## src/rtl/pc_fetch_pkg.sv

```systemverilog
// Shared types and constants for the instruction-fetch stage.
package fetch_pkg;

    localparam int PC_W = 32;
    localparam logic [31:0] NOP_INSTR = 32'h0000_0000;

    typedef enum logic [1:0] {
        FETCH = 2'd0,
        HOLD  = 2'd1,
        DRAIN = 2'd2
    } fetch_state_t;

    // Word-address increment; wraps 32'hFFFF_FFFF to 0.
    function automatic logic [PC_W-1:0] pc_inc(input logic [PC_W-1:0] pc);
        return pc + {{(PC_W-1){1'b0}}, 1'b1};
    endfunction

endpackage

```

## src/rtl/pc_fetch_if.sv

```systemverilog
// Instruction-memory request/response bundle between fetch and imem.
// Handshake: imem_req is held with a stable imem_addr until a cycle with imem_ack=1;
// the transfer completes on the rising edge of that cycle, and imem_rdata is valid only then.
interface pc_fetch_if;

    logic                       imem_req;
    logic [fetch_pkg::PC_W-1:0] imem_addr;
    logic                       imem_ack;
    logic [31:0]                imem_rdata;

    modport master (
        output imem_req,
        output imem_addr,
        input  imem_ack,
        input  imem_rdata
    );

    modport slave (
        input  imem_req,
        input  imem_addr,
        output imem_ack,
        output imem_rdata
    );

endinterface

```

## src/rtl/pc_fetch.sv

```systemverilog
// Fetch stage: program counter, imem request and the IF/ID pipeline register.
// Redirect beats stall beats normal flow; a redirect with a request in flight drains it first.
module pc_fetch
    import fetch_pkg::*;
#(
    parameter logic [PC_W-1:0] RESET_PC = 32'h0000_0000
) (
    input  logic              clk,
    input  logic              rst_n,
    input  logic              stall,
    input  logic              redirect,
    input  logic [PC_W-1:0]   redirect_pc,
    pc_fetch_if.master        imem,
    output logic              if_valid,
    output logic [PC_W-1:0]   if_pc,
    output logic [31:0]       if_instr,
    output fetch_state_t      fsm_state
);

    fetch_state_t    state_q, state_d;
    logic [PC_W-1:0] pc_q, pc_d;
    logic [PC_W-1:0] pend_q, pend_d;
    logic [31:0]     buf_q, buf_d;
    logic            if_valid_d;
    logic [PC_W-1:0] if_pc_d;
    logic [31:0]     if_instr_d;

    assign imem.imem_req  = (state_q != HOLD);
    assign imem.imem_addr = pc_q;
    assign fsm_state      = state_q;

    always_ff @(posedge clk or negedge rst_n) begin
        if (!rst_n) begin
            state_q  <= FETCH;
            pc_q     <= RESET_PC;
            pend_q   <= '0;
            buf_q    <= NOP_INSTR;
            if_valid <= 1'b0;
            if_pc    <= '0;
            if_instr <= NOP_INSTR;
        end else begin
            state_q  <= state_d;
            pc_q     <= pc_d;
            pend_q   <= pend_d;
            buf_q    <= buf_d;
            if_valid <= if_valid_d;
            if_pc    <= if_pc_d;
            if_instr <= if_instr_d;
        end
    end

    always_comb begin
        state_d    = state_q;
        pc_d       = pc_q;
        pend_d     = pend_q;
        buf_d      = buf_q;
        if_valid_d = if_valid;
        if_pc_d    = if_pc;
        if_instr_d = if_instr;

        if (redirect) begin
            if_valid_d = 1'b0;
            if (state_q == HOLD || (state_q == FETCH && imem.imem_ack)) begin
                pc_d    = redirect_pc;
                state_d = FETCH;
            end else begin
                // Request still in flight: remember the target, keep the request untouched.
                pend_d  = redirect_pc;
                state_d = DRAIN;
            end
        end else begin
            case (state_q)
                FETCH: begin
                    if (stall) begin
                        if (imem.imem_ack) begin
                            buf_d   = imem.imem_rdata;
                            state_d = HOLD;
                        end
                    end else if (imem.imem_ack) begin
                        if_valid_d = 1'b1;
                        if_pc_d    = pc_q;
                        if_instr_d = imem.imem_rdata;
                        pc_d       = pc_inc(pc_q);
                    end else begin
                        if_valid_d = 1'b0;
                    end
                end
                HOLD: begin
                    if (!stall) begin
                        if_valid_d = 1'b1;
                        if_pc_d    = pc_q;
                        if_instr_d = buf_q;
                        pc_d       = pc_inc(pc_q);
                        state_d    = FETCH;
                    end
                end
                DRAIN: begin
                    if (imem.imem_ack) begin
                        pc_d    = pend_q;
                        state_d = FETCH;
                        if (!stall) begin
                            if_valid_d = 1'b0;
                        end
                    end
                end
                default: state_d = FETCH;
            endcase
        end
    end

endmodule

```

## src/flat_wrapper.sv

```systemverilog
// flat-port wrapper written by rule: the top's interface ports become plain ports
module pc_fetch_flat import fetch_pkg::*;
#(
    parameter logic [PC_W-1:0] RESET_PC = 32'h0000_0000
)
  (clk, rst_n, stall, redirect, redirect_pc, if_valid, if_pc, if_instr, fsm_state, imem_imem_req, imem_imem_addr, imem_imem_ack, imem_imem_rdata);
  pc_fetch_if imem_i ();
  input  logic clk;
  input  logic rst_n;
  input  logic stall;
  input  logic redirect;
  input  logic [PC_W-1:0] redirect_pc;
  output logic if_valid;
  output logic [PC_W-1:0] if_pc;
  output logic [31:0] if_instr;
  output fetch_state_t fsm_state;
  output wire logic [$bits(imem_i.imem_req)-1:0] imem_imem_req;
  output wire logic [$bits(imem_i.imem_addr)-1:0] imem_imem_addr;
  input wire logic [$bits(imem_i.imem_ack)-1:0] imem_imem_ack;
  input wire logic [$bits(imem_i.imem_rdata)-1:0] imem_imem_rdata;
  assign imem_imem_req = imem_i.imem_req;
  assign imem_imem_addr = imem_i.imem_addr;
  assign imem_i.imem_ack = imem_imem_ack;
  assign imem_i.imem_rdata = imem_imem_rdata;
  pc_fetch #(.RESET_PC(RESET_PC)) u_core (.clk(clk), .rst_n(rst_n), .stall(stall), .redirect(redirect), .redirect_pc(redirect_pc), .imem(imem_i), .if_valid(if_valid), .if_pc(if_pc), .if_instr(if_instr), .fsm_state(fsm_state));
endmodule
```

## config.mk

```make
export PLATFORM = sky130hd
export DESIGN_NAME = pc_fetch_flat
export DESIGN_NICKNAME = d
export VERILOG_FILES = /design/src/rtl/pc_fetch_pkg.sv /design/src/rtl/pc_fetch_if.sv /design/src/rtl/pc_fetch.sv /design/src/flat_wrapper.sv
export SDC_FILE = /design/constraint.sdc
export NUM_CORES = 1
export LEC_CHECK = 0
export CAP_MARGIN = 0
export CORE_MARGIN = 2
export CORE_UTILIZATION = 25
export CTS_CLUSTER_SIZE = 30
export DETAILED_ROUTE_END_ITERATION = 10
export GPL_TIMING_DRIVEN = 0
export PLACE_DENSITY = 0.51
export SYNTH_ARGS = -nofsm -noshare
export SYNTH_HDL_FRONTEND = slang
export SYNTH_SLANG_ARGS = --single-unit
```

## constraint.sdc

```tcl
create_clock -name clk -period 2 [get_ports clk]
set_input_delay 0.4 -clock clk [delete_from_list [all_inputs] [get_ports clk]]
set_output_delay 0.4 -clock clk [all_outputs]
set_load 0.1 [all_outputs]
```

==> results of run 1 <==
-- Yosys cell counts (2+ instances only) --
master,n
a211o_1,2
o21bai_1,2
nand2b_1,9
nand4_4,2
nor2_1,19
or4_1,2
or3_1,2
a2bb2oi_1,2
a21oi_1,49
mux2i_1,35
nor3_1,9
buf_2,25
nand2_1,68
nor4_1,9
and4_4,2
o31ai_1,6
o41ai_1,2
o22a_1,2
and4_1,2
and3_1,3
nand3_1,11
a22o_1,7
nand4_1,8
a21o_1,2
o21ai_0,73
clkbuf_1,20
o2bb2ai_1,2
o22ai_1,6
a31oi_1,7
a221oi_1,3
dfrtp_1,163
o311ai_0,5
nor2b_1,3
inv_1,16
buf_1,2
mux2_2,90
ha_1,4
-- stage by stage --
stage / util / std cells / area [um2] / worst slack, ns
3_3_place_gp: 0.3282 / 1257 / 9987 / -8.112
6_report: 0.3742 / 1314 / 11390 / -0.04919
2_1_floorplan: - / 695 / 7830 / -0.3598
3_5_place_dp: 0.3293 / 1258 / 10020 / -0.6004
4_1_cts: 0.3647 / 1302 / 11100 / -0.1181
5_1_grt: 0.3742 / 1314 / 11390 / -0.1126
-- worst min-delay path: cells and delay by family, from the launching register on --
family / cells / cell delay, ns
simple gates: 1 / 0.05
compound gates: 1 / 0.06
flops: 1 / 0.34
-- cells by family (layout without fill, tap and decap cells) --
family,count (synthesis),in the layout
multiplexers,125,125
AO/OA/AOI/OAI,180,180
AND/OR/NAND/NOR,157,157
adder cells (fa/ha/maj),4,4
buffers and inverters,65,288
flip-flops,163,163
XOR/XNOR,1,1
-- final cells by class --
type	count	area, um2
well taps	396	495.5
multi-input cells	467	3511
fillers	3024	19040
clock buffers	22	474.2
inverters	17	72.57
plain buffers	48	461.7
clock inverters	10	170.2
repair buffers	191	2082
flip-flops and latches	163	4120
-- state kept, by name, summed over array words and instances (netlist names) --
signal                 cells
u_core.buf_q              32
u_core.fsm_state           2
u_core.if_instr           32
u_core.if_pc              32
u_core.if_valid            1
u_core.imem.imem_addr     32
u_core.pend_q             32
-- cells in the final DEF (no fill, tap or decap), types with 11 or more instances in the layout --
cell type        count
o21ai_1             18
buf_2               11
mux2i_1             35
a21oi_1             40
clkdlybuf4s50_1     65
dfrtp_2             24
clkbuf_16           19
o21ai_0             50
buf_4               16
nand2_1             66
mux2_2              90
clkdlybuf4s15_2     99
inv_1               13
dfrtp_1            136
buf_6               13
nor2_1              17
-- layer usage --
layer / wire (um) / part of all wire / track usage
met1: 11990 / 0.47 / 0.2158
met2: 11920 / 0.47 / 0.2495
met3: 1261 / 0.050 / 0.03079
met4: 221 / 0.0087 / 0.03740
met5: 0 / 0 / 0
-- worst max-delay path by stage --
stage / from / end / cells after the start
after floorplan: u_core.fsm_state[1] / u_core.pend_q[10] / 7
after global placement: rst_n / u_core.imem.imem_addr[16] / 1
after detailed placement: imem_imem_ack / u_core.if_pc[14] / 6
after CTS: u_core.fsm_state[1] / imem_imem_req / 5
after global routing: u_core.fsm_state[1] / u_core.imem.imem_addr[25] / 9
final: u_core.fsm_state[0] / u_core.imem.imem_addr[25] / 8
-- repair_timing --
action,CTS,global route
setup buffers,10,11
hold endpoints to repair,68,0
endpoints found under the setup margin,198,126
hold buffers,1,0
gates cloned,2,3
pin swaps,5,12
gates resized for setup,366,79
==> results.ini, run 1 <==
[critical_path]
r2r-start = u_core.fsm_state[0]
path_cells = ha_4 -> buf_6 -> nor4b_4 -> a221oi_4 -> o21a_2 -> buf_6 -> a21o_1 -> a22o_1
rrSetupSlack_ns = -0.05
crit_buf_inv = 2
required_ns = 2.32
cp.arrival_ns = 2.37
crit_top_cell = buf_6
crit_type = reg -> reg
r2r_cells = 8
r2r_end = u_core.imem.imem_addr[25]
crit_fanout = 5
startpoint_type = flop
end_kind = flop
cpPeakStageDelay_ns = 0.51
crit_path_top_delay_cell = dfrtp_4
path_delay_family = compound AO/OA/AOI/OAI gates

[synth]
synth_top_family_by_area = multiplexers
synthFlopType = dfrtp_1
synth_area_um2 = 7696
yosysUniqueCellTypes = 58
postSynth.asyncResetShare = 1.000
synthXorXnorAreaFrac = 0.001138
syn_avg_cell_area_um2 = 11.07
synth_edf_count = 0
ys_top_cells_by_area = dfrtp_1 53%, mux2_2 13%, o21ai_0 4.7%, mux2i_1 4.6%, nand2_1 3.3%
synthesis.nets = 768
synthAdderAreaFrac = 0.006503
synthCells = 695
synth-simple-area-share = 0.1081
yosysTopAreaCell = dfrtp_1
ys_seq_area_frac = 0.5300
synthMuxAreaShare = 0.1772
ys_ff_latch = 163
synth_compound_area_frac = 0.1403
synth_warnings = 0
synth_top_area_frac = 0.5300

[worst_hold_path]
hold_path_class = reg -> reg
holdPathEnd = u_core.if_pc[8]
hold_path_depth = 2
hold_path_startpoint = u_core.if_pc[8]

[clocking]
tritoncts = built
clock_sinks = 163
clk_latency_ns = 0.44
htree_levels = 4
cts.root.buffer_cell = clkbuf_16
clkTransAtPathRegs_ns = 0.07
cts_inserted_buffers = 17
cts_buffer_depth = 2

[grt]
grt_antenna_before_repair = 0
grt_pass1_wl_um = 39000
grt_pass1_vias = 6533
grt_start_max_net_pins = 96
gr-total-overflow = 0
grt_use_total = 0.1555

[drt]
wire_per_inst_um = 19.33
antenna_left = 0
drc_errors = 0
num_vias = 6296
drt_iter0_drc = 362
first_pass_iters = 4
wirelength_um = 25400
vias_per_cell = 4.791

[sta]
holdWs_ns = 0.4768
fmax_mhz = 488.0
period_needed_ns = 2.049
slew_violations = 0
setup_viol = 34
max_slew_margin = 0.5269
worstMarginPinSlew_ns = 0.7097
rsz0062_at_grt = yes
timing.final.crit_share = 1.025
hold_viol_final = 0
skew_ns = 0.01239
finalSetupTns_ns = -1.149
finalWorstSetupSlack_ns = -0.04919

[floorplan]
die_h_um = 179.5
dieArea_um2 = 32200
initial_core_util = 0.2529
die_w_um = 179.5
ios = 169
num_rows = 64
core_um2 = 30430

[outcome]
failed_checks = negative setup slack
status = finished, violations left

[place]
port_buffers = 166
hpwl_um = 17510
globalplace.congestion = 0.8009

[run]
cap_violations = 0

[layout]
diodes = 0
nets = 978
drive_gt1_frac = 0.3911
area_growth_pct = 47.96

Power of run 1 is not shown: default switching activity piles up to over one toggle a cycle in this logic, so the estimate is an artifact.
==> run 2, diff against run 1 <==
--- a/config.mk
+++ b/config.mk
@@ -8,6 +8,7 @@
 export CAP_MARGIN = 0
 export CORE_MARGIN = 2
 export CORE_UTILIZATION = 25
+export CTS_CLUSTER_DIAMETER = 150
 export CTS_CLUSTER_SIZE = 30
 export DETAILED_ROUTE_END_ITERATION = 10
 export GPL_TIMING_DRIVEN = 0
==> results of run 2 <==
Same layout as run 1: the final DEF is identical, and so are final timing and power.
Power of run 2 is left out for the same reason.
==> RTL edit 1 (settings of run 1) <==
The package constant `PC_W` goes from 32 to 64.
--- a/src/rtl/pc_fetch_pkg.sv
+++ b/src/rtl/pc_fetch_pkg.sv
@@ -3,3 +3,3 @@
 
-    localparam int PC_W = 32;
+    localparam int PC_W = 64;
     localparam logic [31:0] NOP_INSTR = 32'h0000_0000;
Ports: changed (resized if_pc, imem_imem_addr and redirect_pc); port bits go from 169 to 265. No check against the original RTL was run, so the function may have changed too.
==> RTL edit 1 against run 1 <==
The flow still finishes with violations (setup timing); sequential cell count grew 96; routed wire length grew 110%; area after synthesis grew 64%; final area grew 84%; worst setup slack lost 330 ps; synthesized cell count grew 65%; largest cell class is now multi-input combinational cells.
Power is not shown: default switching activity piles up to over one toggle a cycle in this logic, so the estimate is an artifact.
==> RTL edit 1: results (changes against run 1) <==
Finish:
- The area fraction of clock buffers and clock inverters is 5.083% (-0.58 points).
- The number of inverters outside the clock class in the layout came to 13 (-4).
- The number of nets in the layout is 1677 (+71%).
- The multi-input logic portion of the cell area came to 33.88% (+3.0 points).
- The number of diodes is 2 (+2).
- The count of non-CTS buffers in the layout is 472 (+97%).
- The sequential cell area was 0.006621 mm^2 (+61%).
- The multi-input combinational gate total is 791 (+69%).

Synthesis:
- The post-synthesis sequential area ratio is 51.42% (-1.6 points).
- The net count after synthesis is 1250 (+63%).
- Sorting the synthesized cells by how often they occur yields sky130_fd_sc_hd__dfrtp_1, sky130_fd_sc_hd__mux2_2, sky130_fd_sc_hd__o21ai_0, sky130_fd_sc_hd__nand2_1, sky130_fd_sc_hd__nor2_1.
- By area the synthesized netlist is led by sky130_fd_sc_hd__dfrtp_1, sky130_fd_sc_hd__mux2_2, sky130_fd_sc_hd__o21ai_0, sky130_fd_sc_hd__mux2i_1, sky130_fd_sc_hd__nand2_1.

Worst hold path:
- The tightest min-delay check is of the in2async type.

Global route:
- The routing usage on met2 was 30.96% (+6.0 points).
- The global routing usage summed across all routing layers came to 19.76% (+4.2 points).
- The maximum number of pins on one net before global-route repair is 106 (+10%).
- The global-route track usage on met1 is 24.61% (+3.0 points).
- The first-pass GRT wire length is 77420 um (+99%).

CTS:
- The number of CTS-inserted buffers is 35 (+18).
- The number of sinks on the clock net is 259 (+59%).

Outcome:
- The checks that failed: setup timing.
- The run finished, with violations left.

Place:
- The port buffer count was 263 (+58%).
- The post-detailed-placement half-perimeter wirelength is 34300 um (+96%).
- The post-placement cell area is 0.01673 mm^2 (+67%).

Detailed routing:
- Signal routing reaches up to met5.
- The average vias per placed instance came to 5.033 (+5.0%).
- The via total after detailed routing is 11410 (+81%).
- The violation count after the first detailed-routing iteration is 723 (+100%).
- The total length of routed wires is 53320 um (+110%).

Timing:
- The count of endpoints failing setup in the final report was 214 (+530%).
- The final critical-path setup slack is -375.2 ps (-326.0 ps).
- The worst-margin pin slew is 731.0 ps (+21.28 ps).
- The tightest hold margin is 442.2 ps (-34.63 ps).

Die:
- The number of tap instances came to 672 (+70%).

Setup path:
- The worst register-to-register path ends at u_core.imem.imem_addr[62].
==> RTL edit 1: changes by cell type in the layout (fill, tap and decap cells not counted), moves of 21 or more <==
cell                                     run 1  this run
sky130_fd_sc_hd__nor2_1                     17        48
sky130_fd_sc_hd__o21ai_2                     5        37
sky130_fd_sc_hd__clkbuf_16                  19        63
sky130_fd_sc_hd__dfrtp_4                     3        27
sky130_fd_sc_hd__buf_2                      11        44
sky130_fd_sc_hd__o21ai_0                    50        29
sky130_fd_sc_hd__mux2_4                      0        33
sky130_fd_sc_hd__clkdlybuf4s50_1            65        97
sky130_fd_sc_hd__dfrtp_1                   136       201
sky130_fd_sc_hd__a21oi_1                    40        16
sky130_fd_sc_hd__buf_6                      13        40
sky130_fd_sc_hd__buf_4                      16        70
sky130_fd_sc_hd__mux2_2                     90       125
sky130_fd_sc_hd__nand2_2                     1        28
==> RTL edit 1: worst min path at each step <==
stage / startpoint / endpoint / cells past startpoint
floorplan: rst_n / u_core.buf_q[0] / 0
finish: rst_n / u_core.if_instr[18] / 2
global placement: u_core.if_instr[26] / u_core.if_instr[26] / 2
detailed placement: u_core.if_pc[7] / u_core.if_pc[7] / 2
global route: rst_n / u_core.if_instr[18] / 2
CTS: imem_imem_rdata[8] / u_core.buf_q[8] / 2
==> RTL edit 1: kinds of logic after synthesis <==
kind of cell	Yosys count	synth area share [%]
simple gates	305	12.33
flops	259	51.42
compound gates	253	13.32
mux	201	17.53
buf+inv	95	3.057
xor+xnor	28	1.946
fa+ha+maj	4	0.3971
==> RTL edit 1: what timing repair did <==
item | in CTS | in global routing
hold buffers | 1 | 0
pin swaps | 64 | 66
setup buffers | 66 | 47
cloned | 22 | 8
endpoints found under the hold margin | 95 | 0
resized for setup | 888 | 238
endpoints found under the setup margin | 362 | 288
==> RTL edit 2 (config.mk and constraints of run 1) <==
Without the edit above. Make the reset (`rst_n`) synchronous in one clocked block.
--- a/src/rtl/pc_fetch.sv
+++ b/src/rtl/pc_fetch.sv
@@ -31,3 +31,3 @@
 
-    always_ff @(posedge clk or negedge rst_n) begin
+    always_ff @(posedge clk) begin
         if (!rst_n) begin
Formal check against the unedited RTL: differs if rst_n is asserted again (counterexample within 4 cycles, from zero or initial values and one cycle with rst_n low); with rst_n held inactive, the same outputs for 4 cycles.
==> RTL edit 2 against run 1 <==
The run still ends with setup timing left; via count grew 21%; area after synthesis decreased by 3.7%; global-route usage rose by 2.7 points; routed wire length up 12%; sequential cell count is the same; worst setup slack improved by 36 ps; hold slack lost 24 ps; final area down 3.9%; largest cell class is now multi-input combinational cells.
==> RTL edit 2: results (changes against run 1) <==
Outcome:
- The run finished, with violations left.
- The checks that failed: setup timing.

Finish:
- The relative area of non-clock buffer cells in the final design is 22.43% (+0.092 points).
- The number of clock buffer instances in the layout is 17 (-23%).
- The count of non-CTS buffers in the layout is 269 (+13%).
- The sequential cell area is 0.003302 mm^2 (-20%).
- The number of inverters outside the clock class in the layout is 16 (-1).
- The layout filler cell count is 3046 (+0.73%).
- The multi-input combinational gate total came to 699 (+50%).
- The number of nets in the layout is 1240 (+27%).
- The area fraction of clock buffers and clock inverters is 5.591% (-0.068 points).
- The area of combinational cells with multiple inputs is 0.004019 mm^2 (+14%).

Synthesis:
- The post-synthesis async set-or-reset flop share is 0% (-100 points).
- The multiplexer fraction of the synthesized cell area is 5.134% (-13 points).
- The commonest register cell after synthesis is sky130_fd_sc_hd__dfxtp_1.
- By count the netlist is led by sky130_fd_sc_hd__nand2_1, sky130_fd_sc_hd__dfxtp_1, sky130_fd_sc_hd__a21oi_1, sky130_fd_sc_hd__nor2_1, sky130_fd_sc_hd__clkbuf_1.
- The number of distinct standard cells referenced by the synthesized netlist is 50 (-14%).
- Sorting the synthesized cells by area gives the leading types as sky130_fd_sc_hd__dfxtp_1, sky130_fd_sc_hd__nand2_1, sky130_fd_sc_hd__a21oi_1, sky130_fd_sc_hd__mux2i_1, sky130_fd_sc_hd__a211oi_1.
- The adder-cell share of the synthesized area is 0.8445% (+0.19 points).
- The net count after synthesis is 1029 (+34%).

Timing:
- The worst-margin pin slew is 898.8 ps (+189.2 ps).
- The tightest hold margin is 453.0 ps (-23.86 ps).
- The worst clock skew is 12.67 ps (+0.2784 ps).
- The count of endpoints failing setup in the final report was 3 (-91%).
- The setup total negative slack is -24.04 ps (+1125 ps).
- The final critical-path setup slack is -13.04 ps (+36.15 ps).

Place:
- The post-detailed-placement half-perimeter wirelength was 20240 um (+16%).
- The post-placement worst setup slack came to -1120 ps (-519.8 ps).
- The port buffer count is 167 (+0.60%).

Global route:
- The number of global-route vias before repair was 7152 (+9.5%).
- The maximum number of pins on one net before global-route repair is 20 (-79%).
- The first-pass GRT wire length is 43090 um (+10%).
- The global routing usage summed across all routing layers was 18.30% (+2.7 points).
- The number of antenna violations at the first check in global routing was 2 (+2).

Detailed routing:
- The violation count after the first detailed-routing iteration was 552 (+52%).
- The number of detailed-routing iterations run before antenna repair is 5 (+1).
- The average detailed-routed wire length per instance was 18.11 um (-6.3%).

Setup path:
- The arrival time reported for the critical path endpoint is 2390 ps (+20 ps).
- The cell with the biggest individual delay on the critical path is sky130_fd_sc_hd__dfxtp_4.
- The maximum cell stage delay along the critical path was 370 ps (-140 ps).
- The maximum fanout count along the critical path is 6 (+1).

CTS:
- The post-CTS repair timing setup buffer count was 19 (+9).
## RTL edit 2: per-layer routing
metal	part of all wire [%]	track usage [%]	vias up
met1	44	24.12	3561
met2	46	29.46	275
met3	7.9	5.146	32
li1	-	-	3754
met4	1.2	4.649	4
met5	0.084	0	-
## RTL edit 2: through the flow
stage	total power, W	utilization [%]	cells
6_report	0.009180	37.22	1569
3_3_place_gp	0.005780	32.92	1512
4_1_cts	0.009211	36.62	1560
5_1_grt	0.009519	37.22	1569
2_1_floorplan	0.005083	-	955
3_5_place_dp	0.005784	32.92	1512
## RTL edit 2: path summary, 6_finish.rpt
| kind | start | endpoint | depth (start not counted) |
|---|---|---|---|
| worst max-delay path | u_core.fsm_state[1] | u_core.imem.imem_addr[17] | 9 |
| worst max register to register | u_core.fsm_state[1] | u_core.imem.imem_addr[17] | 9 |
| worst min-delay path | u_core.pend_q[29] | u_core.pend_q[29] | 2 |
| worst min register to register | u_core.pend_q[29] | u_core.pend_q[29] | 2 |
